**src/rtl/mmul_host_pkg.sv**
```systemverilog
// Shared types and constants for the matrix-multiply host sequencer.
// States are plain 3-bit constants so older tools can consume the same encoding.
package mmul_host_pkg;

    localparam int unsigned RES_W         = 16;
    localparam int unsigned BYTES_PER_RES = 2;

    typedef logic [2:0] state_t;

    localparam state_t S_IDLE  = 3'd0;
    localparam state_t S_CLEAR = 3'd1;
    localparam state_t S_LOAD  = 3'd2;
    localparam state_t S_WAIT  = 3'd3;
    localparam state_t S_READ  = 3'd4;
    localparam state_t S_EMIT  = 3'd5;

    // Bits needed to count 0..n-1, never less than one.
    function automatic int unsigned cnt_width(input int unsigned n);
        return (n > 1) ? $clog2(n) : 1;
    endfunction

endpackage

```
**src/rtl/mmul_res_buffer.sv**
```systemverilog
// Result register file: byte-lane write from the serial readout, 16-bit read for the result stream.
module mmul_res_buffer
    import mmul_host_pkg::*;
#(
    parameter int unsigned DEPTH = 4,
    parameter int unsigned AW    = cnt_width(DEPTH)
) (
    input  logic             clk,
    input  logic             rst,
    input  logic             wr_en,
    input  logic [AW-1:0]    wr_addr,
    input  logic             wr_hi,
    input  logic [7:0]       wr_data,
    input  logic [AW-1:0]    rd_addr,
    output logic [RES_W-1:0] rd_data
);

    logic [RES_W-1:0] mem [DEPTH];

    always_ff @(posedge clk or posedge rst) begin
        if (rst) begin
            for (int i = 0; i < DEPTH; i++) begin
                mem[i] <= '0;
            end
        end else if (wr_en) begin
            if (wr_hi) begin
                mem[wr_addr][15:8] <= wr_data;
            end else begin
                mem[wr_addr][7:0] <= wr_data;
            end
        end
    end

    assign rd_data = mem[rd_addr];

endmodule

```
**src/rtl/mmul_host_sequencer.sv**
```systemverilog
// Host-side initiator: streams operand beats onto the accelerator pins, collects the
// byte-serial results and re-emits them as 16-bit words on a valid/ready stream.
module mmul_host_sequencer
    import mmul_host_pkg::*;
#(
    parameter int unsigned COMPUTE_SLICES = 4,
    parameter int unsigned K_LEN          = 8,
    parameter int unsigned READ_LAT       = 2
) (
    input  logic                              clk,
    input  logic                              rst,
    input  logic                              op_valid,
    output logic                              op_ready,
    input  logic [7:0]                        op_w,
    input  logic [7:0]                        op_x,
    output logic                              res_valid,
    input  logic                              res_ready,
    output logic [15:0]                       res_data,
    output logic [$clog2(COMPUTE_SLICES)-1:0] res_idx,
    output logic                              res_last,
    output logic [7:0]                        acc_ui,
    output logic [7:0]                        acc_uio,
    input  logic [7:0]                        acc_uo,
    output logic                              acc_ena,
    output logic                              acc_rst_n
);

    localparam int unsigned READ_BYTES = BYTES_PER_RES * COMPUTE_SLICES;
    localparam int unsigned MAX_KR     = (K_LEN > READ_LAT) ? K_LEN : READ_LAT;
    localparam int unsigned CNT_MAX    = (MAX_KR > READ_BYTES) ? MAX_KR : READ_BYTES;
    localparam int unsigned CNT_W      = cnt_width(CNT_MAX);
    localparam int unsigned IDX_W      = cnt_width(COMPUTE_SLICES);

    state_t           state, state_next;
    logic [CNT_W-1:0] cnt, cnt_next;
    logic [IDX_W-1:0] idx, idx_next;
    logic             ena_d;
    logic [7:0]       ui_d, uio_d;
    logic             wr_en;
    logic             op_hs, res_hs;

    assign op_ready  = (state == S_LOAD);
    assign res_valid = (state == S_EMIT);
    assign res_last  = res_valid && (idx == IDX_W'(COMPUTE_SLICES - 1));
    assign res_idx   = idx;
    assign op_hs     = op_valid && op_ready;
    assign res_hs    = res_valid && res_ready;

    always_ff @(posedge clk or posedge rst) begin
        if (rst) begin
            state <= S_IDLE;
        end else begin
            state <= state_next;
        end
    end

    // Next state, counters and the pin values launched on the next edge.
    always_comb begin
        state_next = state;
        cnt_next   = cnt;
        idx_next   = idx;
        ena_d      = 1'b0;
        ui_d       = 8'h00;
        uio_d      = 8'h00;
        wr_en      = 1'b0;
        case (state)
            S_IDLE: begin
                if (op_valid) begin
                    state_next = S_CLEAR;
                end
            end
            S_CLEAR: begin
                cnt_next   = '0;
                state_next = S_LOAD;
            end
            S_LOAD: begin
                if (op_hs) begin
                    ena_d = 1'b1;
                    ui_d  = op_w;
                    uio_d = op_x;
                    if (cnt == CNT_W'(K_LEN - 1)) begin
                        cnt_next   = '0;
                        state_next = (READ_LAT > 1) ? S_WAIT : S_READ;
                    end else begin
                        cnt_next = cnt + CNT_W'(1);
                    end
                end
            end
            S_WAIT: begin
                ena_d = 1'b1;
                if (cnt == CNT_W'(READ_LAT - 2)) begin
                    cnt_next   = '0;
                    state_next = S_READ;
                end else begin
                    cnt_next = cnt + CNT_W'(1);
                end
            end
            S_READ: begin
                ena_d = 1'b1;
                wr_en = 1'b1;
                if (cnt == CNT_W'(READ_BYTES - 1)) begin
                    cnt_next   = '0;
                    idx_next   = '0;
                    state_next = S_EMIT;
                end else begin
                    cnt_next = cnt + CNT_W'(1);
                end
            end
            S_EMIT: begin
                if (res_hs) begin
                    if (idx == IDX_W'(COMPUTE_SLICES - 1)) begin
                        idx_next   = '0;
                        state_next = op_valid ? S_CLEAR : S_IDLE;
                    end else begin
                        idx_next = idx + IDX_W'(1);
                    end
                end
            end
            default: begin
                state_next = S_IDLE;
            end
        endcase
    end

    // Pins are registered, so the accelerator sees each state's drive one cycle later.
    always_ff @(posedge clk or posedge rst) begin
        if (rst) begin
            cnt       <= '0;
            idx       <= '0;
            acc_ena   <= 1'b0;
            acc_ui    <= 8'h00;
            acc_uio   <= 8'h00;
            acc_rst_n <= 1'b0;
        end else begin
            cnt       <= cnt_next;
            idx       <= idx_next;
            acc_ena   <= ena_d;
            acc_ui    <= ui_d;
            acc_uio   <= uio_d;
            acc_rst_n <= (state != S_CLEAR);
        end
    end

    mmul_res_buffer #(
        .DEPTH (COMPUTE_SLICES),
        .AW    (IDX_W)
    ) u_buf (
        .clk     (clk),
        .rst     (rst),
        .wr_en   (wr_en),
        .wr_addr (IDX_W'(cnt >> 1)),
        .wr_hi   (cnt[0]),
        .wr_data (acc_uo),
        .rd_addr (idx),
        .rd_data (res_data)
    );

endmodule

```
**config.mk**
```make
export PLATFORM = sky130hd
export DESIGN_NAME = mmul_host_sequencer
export DESIGN_NICKNAME = d
export VERILOG_FILES = /design/src/rtl/mmul_host_pkg.sv /design/src/rtl/mmul_res_buffer.sv /design/src/rtl/mmul_host_sequencer.sv
export SDC_FILE = /design/constraint.sdc
export NUM_CORES = 1
export LEC_CHECK = 0
export CAP_MARGIN = 20
export CORE_ASPECT_RATIO = 1.1
export CORE_UTILIZATION = 53
export DETAILED_ROUTE_END_ITERATION = 8
export MAX_ROUTING_LAYER = met4
export PLACE_DENSITY = 0.79
export RECOVER_POWER = 100
export SLEW_MARGIN = 0
export SYNTH_ARGS = -nofsm -noshare
export SYNTH_HDL_FRONTEND = slang
export SYNTH_SLANG_ARGS = --single-unit
```
**constraint.sdc**
```tcl
create_clock -name clk -period 3.74 [get_ports clk]
set_input_delay 0.561 -clock clk [delete_from_list [all_inputs] [get_ports clk]]
set_output_delay 0.561 -clock clk [all_outputs]
set_load 0.02 [all_outputs]
```
==> results of run 1 <==
==> cells in the mapped netlist (3+ instances only) <==
cell type / instances / area [sq um]
dfrtp_1: 90 / 2252
mux2_2: 48 / 540.5
and3_1: 16 / 100.1
mux2_4: 16 / 240.2
mux4_2: 16 / 360.4
o21ai_0: 10 / 50.05
clkbuf_1: 8 / 30.03
inv_1: 6 / 22.52
nand2_1: 6 / 22.52
a21oi_1: 5 / 25.02
ha_1: 4 / 50.05
nand3_1: 4 / 20.02
nor2_1: 4 / 15.01
nor2_2: 4 / 25.02
buf_2: 3 / 15.01
buf_6: 3 / 33.78
nor2b_1: 3 / 18.77
o22ai_1: 3 / 18.77
==> metrics by stage <==
| step | hold WS (ns) | cells | total power, mW | utilization | cell area (sq um) |
|---|---|---|---|---|---|
| 6_report | 0.5013 | 435 | 3.130 | 0.6517 | 4843 |
| 5_1_grt | 0.5233 | 435 | 3.329 | 0.6517 | 4843 |
| 4_1_cts | 0.5121 | 435 | 3.306 | 0.6665 | 4954 |
| 3_5_place_dp | 0.4888 | 419 | 2.713 | 0.6434 | 4782 |
| 3_3_place_gp | 0.4848 | 419 | 2.669 | 0.6434 | 4782 |
| 2_1_floorplan | 0.4752 | 275 | 2.320 | - | 4053 |
==> cell families after synthesis <==
family / synth area share
AO/OA/AOI/OAI: 0.04168
buffers and inverters: 0.02501
adder cells (fa/ha/maj): 0.01482
multiplexers: 0.2816
XOR/XNOR: 0.002162
AND/OR/NAND/NOR: 0.07904
flip-flops: 0.5557
==> placed cells by master, fill, tap and decap left out, types with 2 or more instances in the layout <==
master / synthesis / routed
ha_1: 4 / 4
nand3_1: 4 / 4
clkinvlp_4: 0 / 3
dlygate4sd3_1: 0 / 40
nor3_1: 0 / 2
nand2b_1: 2 / 2
o2bb2ai_1: 2 / 2
and3_1: 16 / 16
o22ai_1: 3 / 3
clkbuf_8: 0 / 9
mux2_1: 0 / 16
a21oi_1: 5 / 5
mux4_2: 16 / 16
clkbuf_2: 0 / 2
a31oi_1: 2 / 2
or4_1: 2 / 2
dfrtp_1: 90 / 90
mux2_2: 48 / 48
nand2_1: 6 / 8
clkbuf_1: 8 / 4
or3_1: 1 / 2
nor2b_1: 3 / 3
o21ai_0: 10 / 10
clkdlybuf4s50_1: 0 / 26
inv_1: 6 / 5
nor2_1: 4 / 9
==> path summary, 6_finish.rpt <==
check	end	slack, ns	depth (start not counted)
setup / recovery	res_data[8]	0.51	3
hold / removal	u_buf.mem[51]	0.50	1
setup reg to reg	u_buf.mem[28]	1.05	4
hold reg to reg	u_buf.mem[51]	0.50	1
max in group asynchronous	u_buf.mem[38]	0.90	3
min in group asynchronous	state[0]	1.18	2
==> routing by layer <==
layer	vias to the layer above	GRT usage
met5	-	-
met4	0	0.07639
met3	6	0.04482
met2	65	0.3562
met1	1288	0.3034
li1	1150	-
==> sequential cells by signal, summed over array words and instances (netlist names) <==
signal and cells:
acc_ui 8, res_idx 2, state 3, acc_ena 1, acc_uio 8, acc_rst_n 1, cnt 3, u_buf.mem 64
==> worst register-to-register path, delay by kind of cell, from the launching register on <==
kind	cells	cell delay (ns)
DFF	1	0.57
and+or+nand+nor	3	1.59
muxes	1	0.43
==> layout make-up <==
class	instances	area share
flip-flops and latches	90	0.4650
inverters	6	0.004908
repair buffers	71	0.1416
multi-input cells	165	0.3307
clock buffers	11	0.02712
well taps	87	0.02247
clock inverters	5	0.008267
==> power by group through the flow <==
stage | registers (mW) | clock network (mW) | logic, mW
6_report | 1.47 | 0.585 | 1.07
5_1_grt | 1.51 | 0.648 | 1.17
4_1_cts | 1.48 | 0.603 | 1.22
3_5_place_dp | 1.50 | 0 | 1.21
3_3_place_gp | 1.49 | 0 | 1.18
2_1_floorplan | 1.43 | 0 | 0.888
==> reports/metrics.yaml, run 1 <==
p_comb_frac: 0.342
synthArstFlopShare: 1.000
grt_pass1_wl_um: 13320
final.setup.tns_ns: 0
skew_ns: 0.008032
cp_slowest_stage_delay_ns: 0.66
cts_tree: "built"
grt_use_total: 0.2277
hp-start: "u_buf.mem[51]"
cts_root_buf: "clkbuf_8"
syn-num-nets: 307
powerDensity_nw_per_um2: 646.3
synth_top_flop_cell: "dfrtp_1"
p_seq_frac: 0.471
grt_max_degree: 49
clock_sinks: 90
yosysSeqAreaShare: 0.5557
cts_hold_buffers: 0
startpoint_type: "flop"
drc: 0
core_sq_um: 7432
start_util: 0.5453
cts_htree_levels: 3
gp_congestion: 0.7965
required_ns: 3.18
synth_area_sq_um: 4053
wl_met1_um: 3651
post-route-min-period_ns: 3.232
vdd_drop_max_uv: 299.6
report.final.slew_viol_count: 49
endpoint_kind: "output port"
internal_power_mw: 2.071
hp-class: "reg2reg"
final_hold_viol_count: 0
finalNetCount: 375
dpl.hpwl_um: 5445
crit_buf_inv: 2
yosys_warnings: 0
outcome: "finished, violations left"
path_max_fanout: 12
tightest_slew_ns: 2.027
setup_ws_ns: 0.5077
multi_input_area_sq_um: 1602
clockBufferDepth: 2
clk_latency_ns: 0.35
p_switching_mw: 1.059
drtAntennaViolNets: 0
antenna_found_initial: 0
antenna_cells: 0
wl_per_cell_um: 18.07
synth-edff-count: 0
top_layer: "met4"
cts-resized-gates: 0
cts_buffers: 9
num_rows: 33
grt.overflow.total: 0
grt_pass1_vias: 2628
dp_slack_ns: 1.117
first_iter_violations: 99
port_buffers: 66
die_height_um: 93.71
clk_pin_slew_ns: 0.09
num_vias: 2509
routed_wl_um: 7861
timing.rr.start: "state[0]"
ys_seq_elements: 90
fmax_ghz: 0.3094
die_w_um: 85.38
die-area_sq_um: 8000
worstSetupStartpoint: "res_idx[0]"
critPathSlowestCell: "dlygate4sd3_1"
seq_area_sq_um: 2252
postCtsSetupRepairBufs: 0
wl_met2_um: 3817
dr_wl_met3_um: 320
p_sw_frac: 0.3383
setup_viol: 0
via_per_inst: 5.768
leakagePower_nw: 2.312
clkPwrFrac: 0.187
max_slew_margin: -0.3586
path_delay_family: "buffers and inverters"
syn_avg_cell_area_sq_um: 14.74
max_cap_viol_count: 1
arrival_ns: 2.67
path_cells: "clkbuf_2 -> mux4_2 -> dlygate4sd3_1"
fill_cells: 600
synth.distinct_cells: 38
syn2layout_area_growth_pct: 19.51
synthCells: 275
drt_first_pass_iters: 4
drive_gt1_frac: 0.2356
rsz0062_at_grt: "false"
violations: "max-capacitance violations, max-slew violations"
period_share: 0.8642
io_pins: 67
path_class: "reg2out"
Power figures use the tool's default switching activity.
==> run 2: changes to the inputs <==
--- a/config.mk
+++ b/config.mk
@@ -6,12 +6,13 @@
 export NUM_CORES = 1
 export LEC_CHECK = 0
 export CAP_MARGIN = 20
-export CORE_ASPECT_RATIO = 1.1
+export CORE_ASPECT_RATIO = 0.75
 export CORE_UTILIZATION = 53
 export DETAILED_ROUTE_END_ITERATION = 8
 export MAX_ROUTING_LAYER = met4
 export PLACE_DENSITY = 0.79
 export RECOVER_POWER = 100
+export SKIP_CTS_REPAIR_TIMING = 1
 export SLEW_MARGIN = 0
 export SYNTH_ARGS = -nofsm -noshare
 export SYNTH_HDL_FRONTEND = slang
==> reports/metrics.yaml, run 2 (same netlist as run 1, synthesis figures left out) <==
max_cap_viol_count: 1
via_per_inst: 5.660
final_util: 0.6726
hp-class: "reg2reg"
arrival_ns: 2.67
cts_root_buf: "clkbuf_8"
max_slew_margin: -0.5821
io_pins: 67
dp_slack_ns: 1.193
grt.overflow.total: 0
post-route-min-period_ns: 3.231
core_sq_um: 7365
p_comb_frac: 0.322
p_switching_mw: 1.067
final_hold_viol_count: 0
grtUsageMet1: 0.3486
final_common_cell: "dfrtp_1"
clockBufferDepth: 2
regMostFlops: "u_buf.mem"
grt_use_total: 0.2404
dpl.hpwl_um: 5624
die-area_sq_um: 8004
largest_reg_flops: 64
endpoint_kind: "output port"
powerDensity_nw_per_um2: 687.0
drc: 0
first_iter_violations: 101
rsz0062_at_grt: "false"
wl_per_cell_um: 18.54
die_w_um: 103.0
tightest_slew_ns: 2.360
cts_htree_levels: 3
required_ns: 3.18
report.final.slew_viol_count: 53
p_seq_frac: 0.431
r2r_slack_ns: 1.05
fmax_ghz: 0.3095
grt_util_met2: 0.3287
violations: "max-capacitance violations, max-slew violations"
internal_power_mw: 2.336
antenna_cells: 0
grtUsageMet3: 0.06577
routed_wl_um: 8287
grt_pass1_vias: 2453
cts_buffers: 9
gp_congestion: 0.8300
busiest_layer: "met1"
drtAntennaViolNets: 0
finalNetCount: 374
num_vias: 2530
outcome: "finished, violations left"
final.setup.tns_ns: 0
path_max_fanout: 17
grt_max_degree: 54
period_share: 0.8640
p_sw_frac: 0.3136
cts_tree: "built"
leakagePower_nw: 2.371
port_buffers: 66
setup_viol: 0
startpoint_type: "flop"
syn2layout_area_growth_pct: 22.23
antenna_found_initial: 0
vdd_drop_max_uv: 346.4
clk_pin_slew_ns: 0.09
start_util: 0.5503
die_height_um: 77.73
reg_top3: "u_buf.mem (64), acc_ui (8), acc_uio (8)"
grt_pass1_wl_um: 13430
num_rows: 27
clkPwrFrac: 0.247
skew_ns: 0.01128
setup_ws_ns: 0.5088
drt_first_pass_iters: 4
path_class: "reg2out"
drive_gt1_frac: 0.2370
clk_latency_ns: 0.37
layout_common_cells: "90 x dfrtp_1, 48 x mux2_2, 40 x dlygate4sd3_1"
clock_sinks: 90
run 2: cell count changes in the layout (fill, tap and decap cells not counted), moves of 2 or more:
cell        delta
clkbuf_1       -2
clkinvlp_4     -3
clkinv_2       +2
bufinv_16      +4
clkbuf_2       -2
run 2: per-layer routing:
metal	share of wire	routed length [um]
met3	0.063	525
met2	0.45	3706
met5	0	0
met1	0.48	3940
met4	0.014	114
run 2: final timing paths:
path                                     from       endpoint  depth (start not counted)
worst max-delay path               res_idx[1]    res_data[8]                          3
worst min-delay path            u_buf.mem[57]  u_buf.mem[57]                          1
worst max register to register       state[0]  u_buf.mem[30]                          4
worst min register to register  u_buf.mem[57]  u_buf.mem[57]                          1
max in group asynchronous                 rst      acc_ui[5]                          2
min in group asynchronous                 rst  u_buf.mem[11]                          2
run 2: layout make-up:
type	instances	area, sq um
Fill cell	564	2411
Sequential cell	90	2252
Multi-Input combinational cell	165	1602
Timing Repair Buffer	70	695.7
Clock inverter	6	130.1
Tap cell	101	126.4
Clock buffer	9	123.9
Inverter	6	23.77
run 2: metrics by stage:
stage          total power, mW  cells  area (sq um)  hold WS [ns]
6_report                 3.403    447          4954        0.5073
2_1_floorplan            2.320    275          4053        0.4752
3_5_place_dp             2.726    432          4805        0.4951
3_3_place_gp             2.681    432          4805        0.4875
5_1_grt                  3.598    447          4954        0.5243
4_1_cts                  3.571    447          5059        0.5136
run 2: power by group through the flow:
stage	clock network (mW)	registers [mW]	logic [mW]
3_5_place_dp	0	1.49	1.23
6_report	0.840	1.47	1.10
3_3_place_gp	0	1.48	1.20
4_1_cts	0.857	1.48	1.24
5_1_grt	0.894	1.51	1.20
2_1_floorplan	0	1.43	0.888
run 2: worst max-delay path, cell delays in order, from the launching register on:
cell	delay [ns]
dfrtp_1	0.40
clkbuf_1	0.80
mux4_2	0.43
dlygate4sd3_1	0.68
==> run 3: changes to the inputs <==
--- a/config.mk
+++ b/config.mk
@@ -7,8 +7,9 @@
 export LEC_CHECK = 0
 export CAP_MARGIN = 20
 export CORE_ASPECT_RATIO = 0.75
-export CORE_UTILIZATION = 53
+export CORE_UTILIZATION = 63
 export DETAILED_ROUTE_END_ITERATION = 8
+export DONT_BUFFER_PORTS = 1
 export MAX_ROUTING_LAYER = met4
 export PLACE_DENSITY = 0.79
 export RECOVER_POWER = 100
==> constraint.sdc (replaced) <==
create_clock -name clk -period 3.05 [get_ports clk]
set_input_delay 0.4575 -clock clk [delete_from_list [all_inputs] [get_ports clk]]
set_output_delay 0.4575 -clock clk [all_outputs]
set_load 0.02 [all_outputs]
==> reports/metrics.yaml, run 3 (same netlist as run 1, synthesis figures left out) <==
fin_cells: 361
hp-start: "acc_uo[7]"
dp.cells: 346
start_util: 0.6748
cts_buffers: 9
leakagePower_nw: 2.006
grt_use_total: 0.2740
largest_reg_flops: 64
regMostFlops: "u_buf.mem"
startpoint_type: "flop"
final.setup.tns_ns: 0
post_dp_cell_area_sq_um: 4155
grt_pass1_wl_um: 12960
outcome: "finished, violations left"
final_util: 0.7067
fin_area_sq_um: 4244
final_common_cell: "dfrtp_1"
drtAntennaViolNets: 0
powerDensity_nw_per_um2: 894.9
core_sq_um: 6006
clock_sinks: 90
path_max_fanout: 14
clockBufferDepth: 2
grt.overflow.total: 0
timing.rr.start: "state[1]"
crit_buf_inv: 0
dpl.hpwl_um: 5224
post-route-min-period_ns: 2.546
drc: 0
max_cap_viol_count: 1
report.final.slew_viol_count: 45
fmax_ghz: 0.3928
cp_slowest_stage_delay_ns: 1.15
clk_pin_slew_ns: 0.08
finalNetCount: 311
r2r_slack_ns: 0.63
reg_top3: "u_buf.mem (64), acc_ui (8), acc_uio (8)"
cts_htree_levels: 3
via_per_inst: 6.269
max_slew_margin: -0.3360
reg2regPathDepth: 3
cts_root_buf: "clkbuf_8"
first_iter_violations: 120
final_hold_viol_count: 0
vdd_drop_max_uv: 494.2
die-area_sq_um: 6761
endpoint_kind: "output port"
cts_tree: "built"
drive_gt1_frac: 0.2898
arrival_ns: 2.09
path_class: "reg2out"
layout_common_cells: "90 x dfrtp_1, 48 x mux2_2, 16 x mux2_1, 16 x mux4_2, 16 x and3_1"
grt_pass1_vias: 2395
clk_latency_ns: 0.35
num_rows: 24
antenna_cells: 0
required_ns: 2.59
io_pins: 67
gp_congestion: 0.8544
setup_ws_ns: 0.5044
total_power_mw: 3.798
tightest_slew_ns: 1.993
path_cells: "nor3b_1"
setup_viol: 0
violations: "max-capacitance violations, max-slew violations"
die_w_um: 94.61
hp-class: "in2reg"
worstHoldEndpoint: "u_buf.mem[55]"
wl_per_cell_um: 21.47
critPathSlowestCell: "nor3b_1"
grt_max_degree: 47
rr_endpoint: "acc_ui[6]"
antenna_found_initial: 0
skew_ns: 0.009290
num_vias: 2263
port_buffers: 0
die_height_um: 71.46
rsz0062_at_grt: "false"
min_path_cells: 1
dp_slack_ns: 0.8498
period_share: 0.8346
whs_ns: 0.2340
path_delay_family: "simple AND/OR/NAND/NOR gates"
routed_wl_um: 7749
drt_first_pass_iters: 4
syn2layout_area_growth_pct: 4.724
==> run 3: area by class of cell <==
cell class,count,area [sq um]
sequential,90,2252
fill,415,1762
multi-input combinational,165,1602
clock buffer,10,127.6
tap,78,97.59
clock inverter,5,78.83
timing repair buffer,7,62.56
inverter,6,23.77
==> run 3: layer usage <==
layer / vias up / wire, um / track usage / part of all wire
met5: - / 0 / - / 0
met4: 0 / 58 / 0.06061 / 0.0075
met3: 7 / 404 / 0.06582 / 0.052
met2: 53 / 3670 / 0.3941 / 0.47
met1: 1182 / 3616 / 0.4033 / 0.47
li1: 1021 / - / - / -
==> run 3: worst max path at each step <==
stage | from | to | slack (ns) | cells past startpoint
finish | state[1] | op_ready | 0.50 | 1
global route | res_idx[0] | res_data[4] | 0.39 | 2
CTS | res_idx[0] | res_data[4] | 0.68 | 2
detailed placement | state[2] | u_buf.mem[56] | 0.85 | 3
global placement | state[0] | u_buf.mem[54] | 0.88 | 4
floorplan | rst | acc_ena | 0.26 | 1
==> run 3: power breakdown <==
group / internal [mW] / switching, mW / total [mW]
Sequential: 1.54 / 0.339 / 1.88
Clock: 0.458 / 0.393 / 0.850
Combinational: 0.547 / 0.523 / 1.07
Total: 2.54 / 1.26 / 3.80
